**src/rtl/wb_stage_nlane_pkg.sv**
```systemverilog
// ---------------------------------------------------------------------------
// wb_stage_nlane_pkg
// Shared CPU defines used by the writeback stage:
//   load_type_e : load extension kinds carried down the pipe (3-bit code).
//                 Codes 5-7 are unused and pass the raw word through.
//   wb_sel_e    : source select for the register-file write data.
//   RF_AW       : register-file address width.
// ---------------------------------------------------------------------------
package wb_stage_nlane_pkg;

  typedef enum logic [2:0] {
    LW  = 3'd0,
    LB  = 3'd1,
    LBU = 3'd2,
    LH  = 3'd3,
    LHU = 3'd4
  } load_type_e;

  typedef enum logic [1:0] {
    WB_PCPLUS8 = 2'd0,
    WB_ALU     = 2'd1,
    WB_OUTB    = 2'd2,
    WB_LOAD    = 2'd3
  } wb_sel_e;

  localparam int RF_AW = 5;

endpackage

```
**src/rtl/wb_stage_nlane_load_ext.sv**
```systemverilog
// ---------------------------------------------------------------------------
// wb_load_ext
// Combinational load alignment / extension for one writeback lane.
// Memory words are little-endian: byte k lives at dmout[8k+7:8k].
// Ports:
//   loadtype_i [2:0]   load kind (load_type_e encoding, 5-7 = full word)
//   addr_lo_i  [1:0]   low address bits (aluout[1:0]); bit 0 unused for halves
//   dmout_i    [DW-1:0] raw memory word
//   ldata_o    [DW-1:0] extended load result
// ---------------------------------------------------------------------------
module wb_load_ext
  import wb_stage_nlane_pkg::*;
#(
  parameter int DW = 32
) (
  input  logic [2:0]    loadtype_i,
  input  logic [1:0]    addr_lo_i,
  input  logic [DW-1:0] dmout_i,
  output logic [DW-1:0] ldata_o
);

  logic [7:0]  byte_sel;
  logic [15:0] half_sel;

  always_comb begin
    byte_sel = dmout_i[{addr_lo_i, 3'b000} +: 8];
    half_sel = dmout_i[{addr_lo_i[1], 4'b0000} +: 16];
    ldata_o  = dmout_i;
    case (loadtype_i)
      LB:      ldata_o = {{(DW-8){byte_sel[7]}}, byte_sel};
      LBU:     ldata_o = {{(DW-8){1'b0}}, byte_sel};
      LH:      ldata_o = {{(DW-16){half_sel[15]}}, half_sel};
      LHU:     ldata_o = {{(DW-16){1'b0}}, half_sel};
      default: ldata_o = dmout_i;
    endcase
  end

endmodule

```
**src/rtl/wb_stage_nlane.sv**
```systemverilog
// ---------------------------------------------------------------------------
// wb_stage_nlane
// Multi-lane writeback stage. Holds one MEM->WB register per lane, produces
// register-file writes and counts retired instructions. Lane 0 is oldest.
// Ports:
//   clk, resetn (async, active-low)
//   wb_flush  : empty all lanes at the next edge (highest priority)
//   wb_wr     : capture the MEM inputs at the next edge
//   wb_diswr  : stall - suppress writes and retirement this cycle
//   mem_*     : per-lane MEM-stage fields, lane i in slice i
//   rf_we/rf_waddr/rf_wdata : register-file write ports, one per lane
//   wb_pc     : registered PC per lane
//   retire_cnt: committed-instruction counter (wraps at 2^32)
// ---------------------------------------------------------------------------
module wb_stage_nlane
  import wb_stage_nlane_pkg::*;
#(
  parameter int LANES = 2,
  parameter int DW    = 32
) (
  input  logic                  clk,
  input  logic                  resetn,
  input  logic                  wb_flush,
  input  logic                  wb_wr,
  input  logic                  wb_diswr,
  input  logic [LANES-1:0]      mem_valid,
  input  logic [LANES-1:0]      mem_rfwr,
  input  logic [LANES*5-1:0]    mem_dst,
  input  logic [LANES*2-1:0]    mem_wbsel,
  input  logic [LANES*3-1:0]    mem_loadtype,
  input  logic [LANES*DW-1:0]   mem_pc,
  input  logic [LANES*DW-1:0]   mem_aluout,
  input  logic [LANES*DW-1:0]   mem_outb,
  input  logic [LANES*DW-1:0]   mem_dmout,
  output logic [LANES-1:0]      rf_we,
  output logic [LANES*5-1:0]    rf_waddr,
  output logic [LANES*DW-1:0]   rf_wdata,
  output logic [LANES*DW-1:0]   wb_pc,
  output logic [31:0]           retire_cnt
);

  logic [LANES-1:0]    valid_q, committed_q, committed_d, rfwr_q;
  logic [LANES*5-1:0]  dst_q;
  logic [LANES*2-1:0]  wbsel_q;
  logic [LANES*3-1:0]  loadtype_q;
  logic [LANES*DW-1:0] pc_q, aluout_q, outb_q, dmout_q;
  logic [31:0]         retire_cnt_q, retire_cnt_d;

  logic [LANES-1:0]    retire;
  logic [LANES-1:0]    we_raw;
  logic [31:0]         retire_sum;

  // A lane retires once: the committed flag blocks re-retiring while held.
  assign retire = valid_q & ~committed_q & {LANES{~wb_diswr}};

  // Younger lanes override older ones writing the same register. Comparing
  // against the raw strobes is sufficient: if a younger lane is itself
  // overridden, the lane overriding it also matches the older lane's dst.
  always_comb begin
    rf_we = '0;
    for (int i = 0; i < LANES; i++) begin
      rf_we[i] = we_raw[i];
      for (int j = i + 1; j < LANES; j++) begin
        if (we_raw[j] && (dst_q[j*RF_AW +: RF_AW] == dst_q[i*RF_AW +: RF_AW]))
          rf_we[i] = 1'b0;
      end
    end
  end

  always_comb begin
    retire_sum = '0;
    for (int i = 0; i < LANES; i++)
      retire_sum = retire_sum + 32'(retire[i]);
    retire_cnt_d = retire_cnt_q + retire_sum;
  end

  // Committed only accumulates while the register holds; a flush or a new
  // capture always starts the lane fresh.
  always_comb begin
    committed_d = committed_q | retire;
    if (wb_flush || wb_wr)
      committed_d = '0;
  end

  always_ff @(posedge clk or negedge resetn) begin
    if (!resetn) begin
      valid_q      <= '0;
      committed_q  <= '0;
      rfwr_q       <= '0;
      dst_q        <= '0;
      wbsel_q      <= '0;
      loadtype_q   <= '0;
      pc_q         <= '0;
      aluout_q     <= '0;
      outb_q       <= '0;
      dmout_q      <= '0;
      retire_cnt_q <= '0;
    end else begin
      // Retirement in the current cycle counts even when flushing.
      retire_cnt_q <= retire_cnt_d;
      committed_q  <= committed_d;
      if (wb_flush) begin
        valid_q <= '0;
      end else if (wb_wr) begin
        valid_q    <= mem_valid;
        rfwr_q     <= mem_rfwr;
        dst_q      <= mem_dst;
        wbsel_q    <= mem_wbsel;
        loadtype_q <= mem_loadtype;
        pc_q       <= mem_pc;
        aluout_q   <= mem_aluout;
        outb_q     <= mem_outb;
        dmout_q    <= mem_dmout;
      end
    end
  end

  generate
    for (genvar gi = 0; gi < LANES; gi++) begin : g_lane
      logic [DW-1:0] load_data;
      logic [DW-1:0] sel_data;

      wb_load_ext #(.DW(DW)) u_load_ext (
        .loadtype_i (loadtype_q[gi*3 +: 3]),
        .addr_lo_i  (aluout_q[gi*DW +: 2]),
        .dmout_i    (dmout_q[gi*DW +: DW]),
        .ldata_o    (load_data)
      );

      assign we_raw[gi] = retire[gi] & rfwr_q[gi] &
                          (dst_q[gi*RF_AW +: RF_AW] != '0);

      always_comb begin
        sel_data = '0;
        case (wbsel_q[gi*2 +: 2])
          WB_PCPLUS8: sel_data = pc_q[gi*DW +: DW] + DW'(8);
          WB_ALU:     sel_data = aluout_q[gi*DW +: DW];
          WB_OUTB:    sel_data = outb_q[gi*DW +: DW];
          default:    sel_data = load_data;
        endcase
      end

      // Empty lanes drive zero data so a reset or flushed stage is quiet.
      assign rf_wdata[gi*DW +: DW]       = valid_q[gi] ? sel_data : '0;
      assign rf_waddr[gi*RF_AW +: RF_AW] = dst_q[gi*RF_AW +: RF_AW];
      assign wb_pc[gi*DW +: DW]          = pc_q[gi*DW +: DW];
    end
  endgenerate

  assign retire_cnt = retire_cnt_q;

endmodule

```
**config.mk**
```make
export PLATFORM = sky130hd
export DESIGN_NAME = wb_stage_nlane
export DESIGN_NICKNAME = d
export VERILOG_FILES = /design/src/rtl/wb_stage_nlane_pkg.sv /design/src/rtl/wb_stage_nlane_load_ext.sv /design/src/rtl/wb_stage_nlane.sv
export SDC_FILE = /design/constraint.sdc
export NUM_CORES = 1
export LEC_CHECK = 0
export BUFFER_PORTS_ARGS = -buffer_cell sky130_fd_sc_hd__clkbuf_2
export CORE_MARGIN = 2
export CORE_UTILIZATION = 51
export CTS_CLUSTER_SIZE = 24
export DETAILED_ROUTE_END_ITERATION = 7
export PLACE_DENSITY = 0.89
export SYNTH_ARGS = -nofsm -noshare
export SYNTH_HDL_FRONTEND = slang
export SYNTH_SLANG_ARGS = --single-unit
```
**constraint.sdc**
```tcl
create_clock -name clk -period 2.6 [get_ports clk]
set_input_delay 0.39 -clock clk [delete_from_list [all_inputs] [get_ports clk]]
set_output_delay 0.39 -clock clk [all_outputs]
set_load 0.02 [all_outputs]
```
==> results of run 1 <==
## sequential cells by signal, indices dropped and copies added, names as in the netlist
signal       count
aluout_q        64
committed_q      2
dmout_q         64
loadtype_q       6
outb_q          64
retire_cnt      32
rf_waddr        10
rfwr_q           2
valid_q          2
wb_pc           64
wbsel_q          4
## power groups by stage
stage | registers, mW | logic [mW] | clock network, mW
2_1_floorplan | 6.36 | 2.03 | 0
3_3_place_gp | 6.24 | 3.76 | 0
3_5_place_dp | 6.29 | 3.86 | 0
4_1_cts | 6.25 | 4.40 | 4.97
5_1_grt | 6.39 | 5.38 | 5.18
6_report | 6.35 | 5.19 | 5.00
## worst paths after layout
kind                                           start                  endpoint  slack (ps)  depth (start not counted)
hold / removal                         mem_dmout[62]   dmout_q[62]$_DFFE_PN0P_         100                          2
setup reg to reg              valid_q[1]$_DFFE_PN0N_  retire_cnt[16]$_DFF_PN0_         240                         10
max in group asynchronous                     resetn    wbsel_q[1]$_DFFE_PN0P_        1260                          3
hold reg to reg             retire_cnt[31]$_DFF_PN0_  retire_cnt[31]$_DFF_PN0_         480                          1
setup / recovery           loadtype_q[2]$_DFFE_PN0P_              rf_wdata[12]        -600                          9
min in group asynchronous                     resetn  retire_cnt[15]$_DFF_PN0_         400                          2
## synthesized netlist by cell type (all sizes together) (28+ instances only)
cell type,n
a211oi,32
a21oi,34
and3,28
buf,33
clkbuf,58
dfrtp,314
mux2,268
nand2,100
nand3,32
nor2,39
nor3,31
o21ai,96
o221ai,30
xnor2,50
xor2,31
## cell families (layout without fill, tap and decap cells)
group           Yosys count  count (layout)  synth area share (%)
mux                     288             288                  20.1
other cells               0               7                     0
compound gates          298             298                  12.7
simple gates            324             325                  10.8
flops                   314             314                  48.7
fa+ha+maj                 4               4                 0.357
buf+inv                 112             751                  3.01
xor+xnor                 81              81                  4.39
## worst max-delay path, delay by kind of cell (launching register included)
family                 cells  cell delay (ps)
and+or+nand+nor            3              500
AOI/OAI and AO/OA          2              640
buffers and inverters      4              760
DFF                        1              410
## what timing repair did
item                                    in CTS  in global routing
setup buffers                               46                 61
hold buffers                                 1                  0
endpoints found under the setup margin      64                 69
cloned                                       3                  1
pin swaps                                   73                102
hold endpoints to repair                    52                  0
resized for setup                          255                219
## layout make-up
cell class              instances  area, µm²  share of cell area (%)
multi-input cells             996       9160                    39.5
flip-flops and latches        314       7880                    34.0
repair buffers                670       4420                    19.1
clock buffers                  50       1010                    4.37
well taps                     402        503                    2.17
clock inverters                10        106                   0.459
inverters                      21       82.6                   0.356
diodes                          7       17.5                  0.0756
## stage by stage
step / TNS [ps] / cells / hold slack, ps
after floorplan: 0 / 1421 / 94.4
after global placement: 0 / 2294 / 338
after detailed placement: 0 / 2294 / 346
after CTS: -12520 / 2404 / 80.9
after global routing: -23820 / 2469 / 92.4
final: -20140 / 2470 / 95.6
## metal layers
| metal | vias up | share of wire [%] |
|---|---|---|
| met4 | 4 | 8.3 |
| met2 | 1306 | 47 |
| met1 | 7873 | 34 |
| met5 | - | 0.038 |
| li1 | 6526 | - |
| met3 | 415 | 11 |
==> flow_results.xml, run 1 <==
<?xml version="1.0" encoding="UTF-8"?>
<metrics>
  <group name="status">
    <metric name="outcome" unit="">complete, but fails checks</metric>
    <metric name="violations_in_the_final_reports" unit="">setup timing</metric>
  </group>
  <group name="die">
    <metric name="placementRows" unit="">65</metric>
    <metric name="die_x" unit="µm">182</metric>
    <metric name="boundaryPins" unit="">457</metric>
    <metric name="start_util" unit="%">51.4</metric>
    <metric name="die_h" unit="µm">182</metric>
    <metric name="die_area" unit="µm²">33100</metric>
    <metric name="design.core.area" unit="µm²">31400</metric>
  </group>
  <group name="global_route">
    <metric name="met1_usage" unit="%">42.3</metric>
    <metric name="globalRouteMet3Util" unit="%">8.58</metric>
    <metric name="grt_met2_usage" unit="%">58.3</metric>
    <metric name="grt_use_total" unit="%">35.4</metric>
    <metric name="grt_pass1_wl" unit="µm">90900</metric>
    <metric name="gr-total-overflow" unit="">0</metric>
    <metric name="grt-busiest-layer" unit="">met2</metric>
    <metric name="first_global_vias" unit="">15700</metric>
    <metric name="antenna_found_initial" unit="">9</metric>
    <metric name="maximum_number_of_pins_on_one_net_before_global_route_repair" unit="">88</metric>
  </group>
  <group name="route">
    <metric name="firstDrtPassIters" unit="">6</metric>
    <metric name="detail_route.wl_per_cell" unit="µm">27.0</metric>
    <metric name="detail_route.iter0.violations" unit="">1818</metric>
    <metric name="drt-vias-per-instance" unit="">6.53</metric>
    <metric name="dr_total_vias" unit="">16100</metric>
    <metric name="ant_nets" unit="">0</metric>
    <metric name="totalWireLength" unit="µm">66700</metric>
    <metric name="drc_errors" unit="">0</metric>
  </group>
  <group name="sta">
    <metric name="relSlewSlack" unit="%">43.1</metric>
    <metric name="layout_worst_path_cycle_share" unit="%">123</metric>
    <metric name="clk_skew" unit="ps">24.9</metric>
    <metric name="time_the_final_worst_path_needs_with_i_o_delays_and_setup" unit="ps">3200</metric>
    <metric name="setup_viol" unit="">64</metric>
    <metric name="unrepaired_setup_endpoints_after_global_routing" unit="">true</metric>
    <metric name="postLayoutSetupSlackWorst" unit="ps">-600</metric>
    <metric name="worstMarginPinSlew" unit="ps">845</metric>
    <metric name="timing_max_transition_violations_final" unit="">0</metric>
    <metric name="fmaxAchievable" unit="MHz">312</metric>
    <metric name="finalHoldViolCount" unit="">0</metric>
  </group>
  <group name="power">
    <metric name="vdd.ir_drop.worst" unit="V">0.000583</metric>
    <metric name="internal-power" unit="mW">10.8</metric>
    <metric name="power.share.switching" unit="%">34.9</metric>
    <metric name="post-layout-total-power" unit="mW">16.5</metric>
    <metric name="power_leakage" unit="nW">10.3</metric>
    <metric name="seqPwrFrac" unit="%">38.4</metric>
    <metric name="total_switching_power" unit="mW">5.77</metric>
    <metric name="comb_power_share" unit="%">31.4</metric>
    <metric name="ratio_of_total_power_to_cell_area" unit="nW/µm²">713</metric>
    <metric name="share_of_total_power_in_the_clock_network" unit="%">30.2</metric>
  </group>
  <group name="setup_path">
    <metric name="critPathMaxFanout" unit="">5</metric>
    <metric name="worst_setup_path_start_kind" unit="">flop</metric>
    <metric name="crit_top_cell" unit="">sky130_fd_sc_hd__buf_4</metric>
    <metric name="worst_setup_path_end_kind" unit="">output pin</metric>
    <metric name="critical_path.slowest_cell" unit="">sky130_fd_sc_hd__dfrtp_1</metric>
    <metric name="cp_cell_sequence" unit="">buf_6 -&gt; nand3b_1 -&gt; buf_4 -&gt; a21o_4 -&gt; and3_1 -&gt; a211oi_2 -&gt; buf_4 -&gt; nor3_4 -&gt; clkbuf_8</metric>
    <metric name="worstPathArrival" unit="ps">2810</metric>
    <metric name="worstPathRequired" unit="ps">2210</metric>
    <metric name="timing_worst_setup_path_type" unit="">reg2out</metric>
    <metric name="cpPeakStageDelay" unit="ps">410</metric>
  </group>
  <group name="cts">
    <metric name="clock_tree_from_tritoncts" unit="">done</metric>
    <metric name="cts.path.max_buffers" unit="">3</metric>
    <metric name="root_buffer" unit="">sky130_fd_sc_hd__clkbuf_16</metric>
    <metric name="cts_num_sinks" unit="">314</metric>
    <metric name="cts.htree.levels" unit="">2</metric>
    <metric name="clkSlewWorstSetupHoldPaths" unit="ps">70</metric>
    <metric name="cts-buffers-inserted" unit="">35</metric>
    <metric name="worst_skew_pair.late_latency" unit="ps">520</metric>
  </group>
  <group name="synth">
    <metric name="ys_types" unit="">78</metric>
    <metric name="synth.largest_area_cell" unit="">sky130_fd_sc_hd__dfrtp_1</metric>
    <metric name="syn-cell-area" unit="µm²">16100</metric>
    <metric name="synth_edf_count" unit="">0</metric>
    <metric name="ys_async_sr_fraction" unit="%">100</metric>
    <metric name="area_share_of_the_leading_cell_type_in_the_synthesized_netlist" unit="%">48.7</metric>
    <metric name="ys_seq_area_share" unit="%">48.7</metric>
    <metric name="synth_ff_type" unit="">sky130_fd_sc_hd__dfrtp_1</metric>
    <metric name="synth-seq-cells" unit="">314</metric>
    <metric name="count_of_yosys_warnings_during_synthesis" unit="">0</metric>
    <metric name="syn-instance-count" unit="">1421</metric>
    <metric name="synth.net_count" unit="">1710</metric>
    <metric name="yosys-top-cells-area" unit="">sky130_fd_sc_hd__dfrtp_1, sky130_fd_sc_hd__mux2_2, sky130_fd_sc_hd__o21ai_0, sky130_fd_sc_hd__xnor2_1, sky130_fd_sc_hd__nand2_1</metric>
    <metric name="synth.avg_cell_area" unit="µm²">11.4</metric>
  </group>
  <group name="placement">
    <metric name="io_buffers" unit="">456</metric>
    <metric name="final_weighted_congestion_in_routability_driven_placement" unit="">0.998</metric>
    <metric name="dp.final_hpwl" unit="µm">41500</metric>
    <metric name="pre_cts_ws" unit="ps">48.6</metric>
    <metric name="cell_area_reported_after_detailed_placement" unit="µm²">19500</metric>
  </group>
  <group name="final_layout">
    <metric name="post-route-cell-area" unit="µm²">23200</metric>
    <metric name="layout.cells.most_common" unit="">sky130_fd_sc_hd__clkbuf_2</metric>
    <metric name="final_layout_net_count" unit="">2327</metric>
    <metric name="fin_util" unit="%">73.8</metric>
    <metric name="area_growth_syn_to_layout" unit="%">43.5</metric>
    <metric name="total_of_fill_cells_in_the_finished_design" unit="">1875</metric>
    <metric name="mostFrequentLayoutCells" unit="">sky130_fd_sc_hd__clkbuf_2, sky130_fd_sc_hd__dfrtp_1, sky130_fd_sc_hd__mux2_2</metric>
    <metric name="final_layout_size_suffix_gt1_share" unit="%">60.2</metric>
  </group>
  <group name="hold_path">
    <metric name="hold_path_class" unit="">in2reg</metric>
  </group>
  <group name="run">
    <metric name="drv.max_cap_violation_count" unit="">0</metric>
  </group>
</metrics>
Power figures use the tool's default switching activity.
==> inputs of run 2 (changes only) <==
--- a/config.mk
+++ b/config.mk
@@ -14,3 +14,4 @@
 export SYNTH_ARGS = -nofsm -noshare
 export SYNTH_HDL_FRONTEND = slang
 export SYNTH_SLANG_ARGS = --single-unit
+export TNS_END_PERCENT = 30
==> flow_results.xml, run 2 (synthesized netlist as in run 1, its figures left out) <==
<?xml version="1.0" encoding="UTF-8"?>
<metrics>
  <group name="sta">
    <metric name="finalHoldViolCount" unit="">0</metric>
    <metric name="layout_worst_path_cycle_share" unit="%">118</metric>
    <metric name="fmaxAchievable" unit="MHz">327</metric>
    <metric name="postLayoutSetupSlackWorst" unit="ps">-461</metric>
    <metric name="whs" unit="ps">57.8</metric>
    <metric name="worstMarginPinSlew" unit="ps">595</metric>
    <metric name="timing_max_transition_violations_final" unit="">0</metric>
    <metric name="clk_skew" unit="ps">13.6</metric>
    <metric name="unrepaired_setup_endpoints_after_global_routing" unit="">true</metric>
    <metric name="setup_viol" unit="">64</metric>
    <metric name="time_the_final_worst_path_needs_with_i_o_delays_and_setup" unit="ps">3060</metric>
    <metric name="relSlewSlack" unit="%">60.3</metric>
  </group>
  <group name="die">
    <metric name="boundaryPins" unit="">457</metric>
    <metric name="die_area" unit="µm²">33100</metric>
    <metric name="die_h" unit="µm">182</metric>
    <metric name="die_x" unit="µm">182</metric>
    <metric name="start_util" unit="%">51.4</metric>
    <metric name="placementRows" unit="">65</metric>
    <metric name="design.core.area" unit="µm²">31400</metric>
  </group>
  <group name="cts">
    <metric name="clkSlewWorstSetupHoldPaths" unit="ps">60</metric>
    <metric name="root_buffer" unit="">sky130_fd_sc_hd__clkbuf_16</metric>
    <metric name="cts.htree.levels" unit="">2</metric>
    <metric name="cts.path.max_buffers" unit="">3</metric>
    <metric name="cts_num_sinks" unit="">314</metric>
    <metric name="cts-buffers-inserted" unit="">36</metric>
    <metric name="worst_skew_pair.late_latency" unit="ps">540</metric>
    <metric name="clock_tree_from_tritoncts" unit="">done</metric>
  </group>
  <group name="final_layout">
    <metric name="post-route-cell-area" unit="µm²">22100</metric>
    <metric name="layout.cells.most_common" unit="">sky130_fd_sc_hd__clkbuf_2</metric>
    <metric name="final_layout_size_suffix_gt1_share" unit="%">54.8</metric>
    <metric name="mostFrequentLayoutCells" unit="">sky130_fd_sc_hd__clkbuf_2, sky130_fd_sc_hd__dfrtp_1, sky130_fd_sc_hd__mux2_2</metric>
    <metric name="final_cell_count_no_fill" unit="">2414</metric>
    <metric name="fin_util" unit="%">70.4</metric>
    <metric name="area_growth_syn_to_layout" unit="%">36.9</metric>
    <metric name="final_layout_net_count" unit="">2269</metric>
  </group>
  <group name="status">
    <metric name="outcome" unit="">complete, but fails checks</metric>
    <metric name="violations_in_the_final_reports" unit="">setup timing</metric>
  </group>
  <group name="global_route">
    <metric name="maximum_number_of_pins_on_one_net_before_global_route_repair" unit="">65</metric>
    <metric name="antenna_found_initial" unit="">9</metric>
    <metric name="gr-total-overflow" unit="">0</metric>
    <metric name="grt_pass1_wl" unit="µm">88300</metric>
    <metric name="first_global_vias" unit="">15000</metric>
    <metric name="grt_use_total" unit="%">34.7</metric>
  </group>
  <group name="power">
    <metric name="comb_power_share" unit="%">28.3</metric>
    <metric name="internal-power" unit="mW">10.6</metric>
    <metric name="seqPwrFrac" unit="%">39.2</metric>
    <metric name="total_switching_power" unit="mW">5.47</metric>
    <metric name="ratio_of_total_power_to_cell_area" unit="nW/µm²">727</metric>
    <metric name="vdd.ir_drop.worst" unit="V">0.000638</metric>
    <metric name="share_of_total_power_in_the_clock_network" unit="%">32.5</metric>
    <metric name="power_leakage" unit="nW">9.90</metric>
    <metric name="power.share.switching" unit="%">34.0</metric>
  </group>
  <group name="run">
    <metric name="drv.max_cap_violation_count" unit="">0</metric>
  </group>
  <group name="placement">
    <metric name="placed_cells" unit="">2311</metric>
    <metric name="dp.final_hpwl" unit="µm">43100</metric>
    <metric name="cell_area_reported_after_detailed_placement" unit="µm²">19600</metric>
    <metric name="io_buffers" unit="">456</metric>
    <metric name="pre_cts_ws" unit="ps">-25.6</metric>
    <metric name="final_weighted_congestion_in_routability_driven_placement" unit="">1.01</metric>
  </group>
  <group name="route">
    <metric name="detail_route.wl_per_cell" unit="µm">25.0</metric>
    <metric name="ant_nets" unit="">0</metric>
    <metric name="drc_errors" unit="">0</metric>
    <metric name="firstDrtPassIters" unit="">5</metric>
    <metric name="detail_route.iter0.violations" unit="">1630</metric>
    <metric name="totalWireLength" unit="µm">60300</metric>
    <metric name="drt-vias-per-instance" unit="">6.33</metric>
    <metric name="dr_total_vias" unit="">15300</metric>
  </group>
  <group name="setup_path">
    <metric name="worst_setup_path_end_kind" unit="">output pin</metric>
    <metric name="critPathMaxFanout" unit="">4</metric>
    <metric name="worstPathRequired" unit="ps">2210</metric>
    <metric name="timing_worst_setup_path_type" unit="">reg2out</metric>
    <metric name="worstPathArrival" unit="ps">2670</metric>
    <metric name="worst_setup_path_start_kind" unit="">flop</metric>
  </group>
  <group name="hold_path">
    <metric name="hold_path_class" unit="">in2reg</metric>
  </group>
</metrics>
==> run 2: through the flow <==
step / setup TNS [ps] / power, mW
after global placement: 0 / 10.1
final: -16320 / 16.1
after floorplan: -474 / 8.36
after detailed placement: -25.6 / 10.2
after global routing: -20610 / 16.6
after CTS: -16330 / 15.7
==> run 2: metal layers <==
metal	track usage, %	vias to the layer above	wire, µm
li1	-	6430	-
met1	46.5	7504	23300
met2	53.4	1077	27400
met3	8.28	262	5970
met4	16.8	6	3650
met5	0	-	41
==> run 2: layout make-up <==
cell class,instances,area [µm²]
Multi-Input combinational cell,996,8580
Fill cell,2152,9290
Timing Repair Buffer,611,3850
Tap cell,402,503
Inverter,21,78.8
Clock buffer,45,985
Clock inverter,20,226
Sequential cell,314,7870
Antenna cell,5,12.5
==> run 2: power by group through the flow <==
stage | clock network (mW) | logic (mW) | registers (mW)
floorplan | 0 | 2.00 | 6.36
global placement | 0 | 3.87 | 6.24
detailed placement | 0 | 3.93 | 6.29
CTS | 5.24 | 4.24 | 6.23
global route | 5.47 | 4.78 | 6.35
finish | 5.22 | 4.55 | 6.29
==> run 2: critical path, stage by stage (launching register included) <==
cell and delay (ps):
sky130_fd_sc_hd__dfrtp_1 360, sky130_fd_sc_hd__ha_2 190, sky130_fd_sc_hd__nand4_1 190, sky130_fd_sc_hd__buf_4 230, sky130_fd_sc_hd__nor3_4 120, sky130_fd_sc_hd__buf_6 140
sky130_fd_sc_hd__nand4_1 130, sky130_fd_sc_hd__xor2_1 220, sky130_fd_sc_hd__a211oi_2 330, sky130_fd_sc_hd__buf_4 200
==> run 2: timing repair <==
item,4_1_cts,5_1_grt
hold buffers,1,0
endpoints found under the setup margin,64,64
endpoints found under the hold margin,56,0
setup buffers,16,17
resized for setup,142,145
pin swaps,47,32
gates cloned,1,0
==> run 2: path summary, 6_finish.rpt <==
check / to / slack, ps / cells past startpoint / startpoint
max in group asynchronous: outb_q[58]$_DFFE_PN0P_ / 1270 / 4 / resetn
min: dmout_q[2]$_DFFE_PN0P_ / 60 / 3 / mem_dmout[2]
min reg2reg: retire_cnt[31]$_DFF_PN0_ / 490 / 1 / retire_cnt[31]$_DFF_PN0_
max: rf_wdata[23] / -460 / 9 / wb_pc[3]$_DFFE_PN0P_
max reg2reg: retire_cnt[16]$_DFF_PN0_ / 190 / 9 / committed_q[1]$_DFF_PN0_
min in group asynchronous: aluout_q[34]$_DFFE_PN0P_ / 410 / 2 / resetn
==> inputs of run 3 (changes only) <==
==> constraint.sdc (replaced) <==
create_clock -name clk -period 3 [get_ports clk]
set_input_delay 0.45 -clock clk [delete_from_list [all_inputs] [get_ports clk]]
set_output_delay 0.45 -clock clk [all_outputs]
set_load 0.02 [all_outputs]
==> flow_results.xml, run 3 (synthesized netlist as in run 1, its figures left out) <==
<?xml version="1.0" encoding="UTF-8"?>
<metrics>
  <group name="hold_path">
    <metric name="hold_path_class" unit="">in2reg</metric>
    <metric name="worst_hold_path.endpoint" unit="">wb_pc[46]$_DFFE_PN0P_</metric>
    <metric name="worstHoldPathCells" unit="">3</metric>
    <metric name="startpoint_of_the_tightest_hold_check_path" unit="">mem_pc[46]</metric>
  </group>
  <group name="final_layout">
    <metric name="fin_util" unit="%">69.0</metric>
    <metric name="final_layout_size_suffix_gt1_share" unit="%">53.1</metric>
    <metric name="final_cell_count_no_fill" unit="">2386</metric>
    <metric name="final_layout_net_count" unit="">2242</metric>
    <metric name="mostFrequentLayoutCells" unit="">sky130_fd_sc_hd__clkbuf_2, sky130_fd_sc_hd__dfrtp_1, sky130_fd_sc_hd__mux2_2</metric>
    <metric name="area_growth_syn_to_layout" unit="%">34.2</metric>
    <metric name="layout.cells.most_common" unit="">sky130_fd_sc_hd__clkbuf_2</metric>
    <metric name="post-route-cell-area" unit="µm²">21700</metric>
  </group>
  <group name="cts">
    <metric name="clock_tree_from_tritoncts" unit="">done</metric>
    <metric name="worst_skew_pair.late_latency" unit="ps">530</metric>
    <metric name="cts.htree.levels" unit="">2</metric>
    <metric name="cts-buffers-inserted" unit="">37</metric>
    <metric name="cts.path.max_buffers" unit="">3</metric>
    <metric name="root_buffer" unit="">sky130_fd_sc_hd__clkbuf_16</metric>
    <metric name="cts_num_sinks" unit="">314</metric>
    <metric name="clkSlewWorstSetupHoldPaths" unit="ps">60</metric>
  </group>
  <group name="route">
    <metric name="drt-vias-per-instance" unit="">6.25</metric>
    <metric name="detail_route.wl_per_cell" unit="µm">24.6</metric>
    <metric name="dr_total_vias" unit="">14900</metric>
    <metric name="totalWireLength" unit="µm">58700</metric>
    <metric name="drc_errors" unit="">0</metric>
    <metric name="firstDrtPassIters" unit="">6</metric>
    <metric name="ant_nets" unit="">0</metric>
    <metric name="detail_route.iter0.violations" unit="">1353</metric>
  </group>
  <group name="global_route">
    <metric name="first_global_vias" unit="">14900</metric>
    <metric name="grt_pass1_wl" unit="µm">87800</metric>
    <metric name="gr-total-overflow" unit="">0</metric>
    <metric name="grt_use_total" unit="%">34.5</metric>
    <metric name="antenna_found_initial" unit="">8</metric>
    <metric name="maximum_number_of_pins_on_one_net_before_global_route_repair" unit="">89</metric>
  </group>
  <group name="placement">
    <metric name="pre_cts_ws" unit="ps">146</metric>
    <metric name="final_weighted_congestion_in_routability_driven_placement" unit="">0.988</metric>
    <metric name="io_buffers" unit="">456</metric>
    <metric name="dp.final_hpwl" unit="µm">42500</metric>
    <metric name="placed_cells" unit="">2265</metric>
    <metric name="cell_area_reported_after_detailed_placement" unit="µm²">19300</metric>
  </group>
  <group name="status">
    <metric name="violations_in_the_final_reports" unit="">setup timing</metric>
    <metric name="outcome" unit="">complete, but fails checks</metric>
  </group>
  <group name="setup_path">
    <metric name="r2r_setup_slack" unit="ps">340</metric>
    <metric name="worst_setup_path_start_kind" unit="">flop</metric>
    <metric name="worst_setup_path_end_kind" unit="">output pin</metric>
    <metric name="ff2ff_path_depth" unit="">9</metric>
    <metric name="critPathMaxFanout" unit="">5</metric>
    <metric name="timing_worst_setup_path_type" unit="">reg2out</metric>
    <metric name="worstPathArrival" unit="ps">2720</metric>
    <metric name="worstPathRequired" unit="ps">2550</metric>
    <metric name="reg2reg_from" unit="">valid_q[1]$_DFFE_PN0N_</metric>
    <metric name="rr_endpoint" unit="">retire_cnt[26]$_DFF_PN0_</metric>
  </group>
  <group name="power">
    <metric name="ratio_of_total_power_to_cell_area" unit="nW/µm²">648</metric>
    <metric name="post-layout-total-power" unit="mW">14.0</metric>
    <metric name="vdd.ir_drop.worst" unit="V">0.000653</metric>
    <metric name="power_leakage" unit="nW">9.73</metric>
  </group>
  <group name="sta">
    <metric name="time_the_final_worst_path_needs_with_i_o_delays_and_setup" unit="ps">3170</metric>
    <metric name="postLayoutSetupSlackWorst" unit="ps">-171</metric>
    <metric name="fmaxAchievable" unit="MHz">315</metric>
    <metric name="layout_worst_path_cycle_share" unit="%">106</metric>
    <metric name="relSlewSlack" unit="%">48.3</metric>
    <metric name="clk_skew" unit="ps">11.2</metric>
    <metric name="worstMarginPinSlew" unit="ps">776</metric>
    <metric name="finalHoldViolCount" unit="">0</metric>
    <metric name="unrepaired_setup_endpoints_after_global_routing" unit="">true</metric>
    <metric name="timing_max_transition_violations_final" unit="">0</metric>
    <metric name="setup_viol" unit="">13</metric>
  </group>
  <group name="die">
    <metric name="boundaryPins" unit="">457</metric>
    <metric name="placementRows" unit="">65</metric>
    <metric name="die_x" unit="µm">182</metric>
    <metric name="die_h" unit="µm">182</metric>
    <metric name="start_util" unit="%">51.4</metric>
    <metric name="die_area" unit="µm²">33100</metric>
    <metric name="design.core.area" unit="µm²">31400</metric>
  </group>
  <group name="run">
    <metric name="drv.max_cap_violation_count" unit="">0</metric>
  </group>
</metrics>
==> run 3: metrics by stage <==
stage | TNS, ps | hold slack [ps]
floorplan | 0 | 154
detailed placement | 0 | 470
global placement | 0 | 463
finish | -903 | 133
CTS | -1010 | 128
global route | -2760 | 142
==> run 3: worst max-delay path by stage <==
| stage | startpoint | endpoint | slack (ps) |
|---|---|---|---|
| 2_1_floorplan | loadtype_q[2]$_DFFE_PN0P_ | rf_wdata[10] | 110 |
| 3_3_place_gp | wb_pc[8]$_DFFE_PN0P_ | rf_wdata[26] | 200 |
| 3_5_place_dp | wb_pc[8]$_DFFE_PN0P_ | rf_wdata[26] | 150 |
| 4_1_cts | wb_pc[10]$_DFFE_PN0P_ | rf_wdata[31] | -120 |
| 5_1_grt | wb_pc[4]$_DFFE_PN0P_ | rf_wdata[27] | -220 |
| 6_report | wb_pc[4]$_DFFE_PN0P_ | rf_wdata[27] | -170 |
==> run 3: where the power goes <==
group | leakage (nW) | internal (mW) | switching (mW)
clock network | 0.648 | 3.06 | 1.87
logic | 5.35 | 1.56 | 2.05
registers | 3.74 | 4.83 | 0.673
total | 9.73 | 9.46 | 4.59
==> run 3: critical path, stage by stage (launching register included) <==
cell,delay (ps)
sky130_fd_sc_hd__dfrtp_1,420
sky130_fd_sc_hd__ha_4,160
sky130_fd_sc_hd__nand4_1,170
sky130_fd_sc_hd__or4_4,570
sky130_fd_sc_hd__buf_6,160
sky130_fd_sc_hd__o31a_1,250
sky130_fd_sc_hd__o21ai_2,160
sky130_fd_sc_hd__a221oi_2,100
sky130_fd_sc_hd__buf_4,190
==> run 3: final cells by class <==
type / count / area, µm²
multi-input combinational: 996 / 8370
clock buffer: 44 / 992
sequential: 314 / 7890
clock inverter: 20 / 335
fill: 2296 / 9730
inverter: 21 / 78.8
timing repair buffer: 583 / 3480
tap: 402 / 503
antenna: 6 / 15.0
==> run 3: what timing repair did <==
action,in CTS,in global routing
buffers inserted,34,15
endpoints found under the setup margin,56,53
resized for setup,107,96
pin swaps,32,21
gates cloned,1,0
endpoints found under the hold margin,46,0
hold buffers,1,0
==> run 3: metal layers <==
layer / routed length (µm) / track usage (%)
met1: 22900 / 46.2
met2: 26000 / 51.6
met3: 6040 / 8.90
met4: 3730 / 18.3
met5: 27 / 0
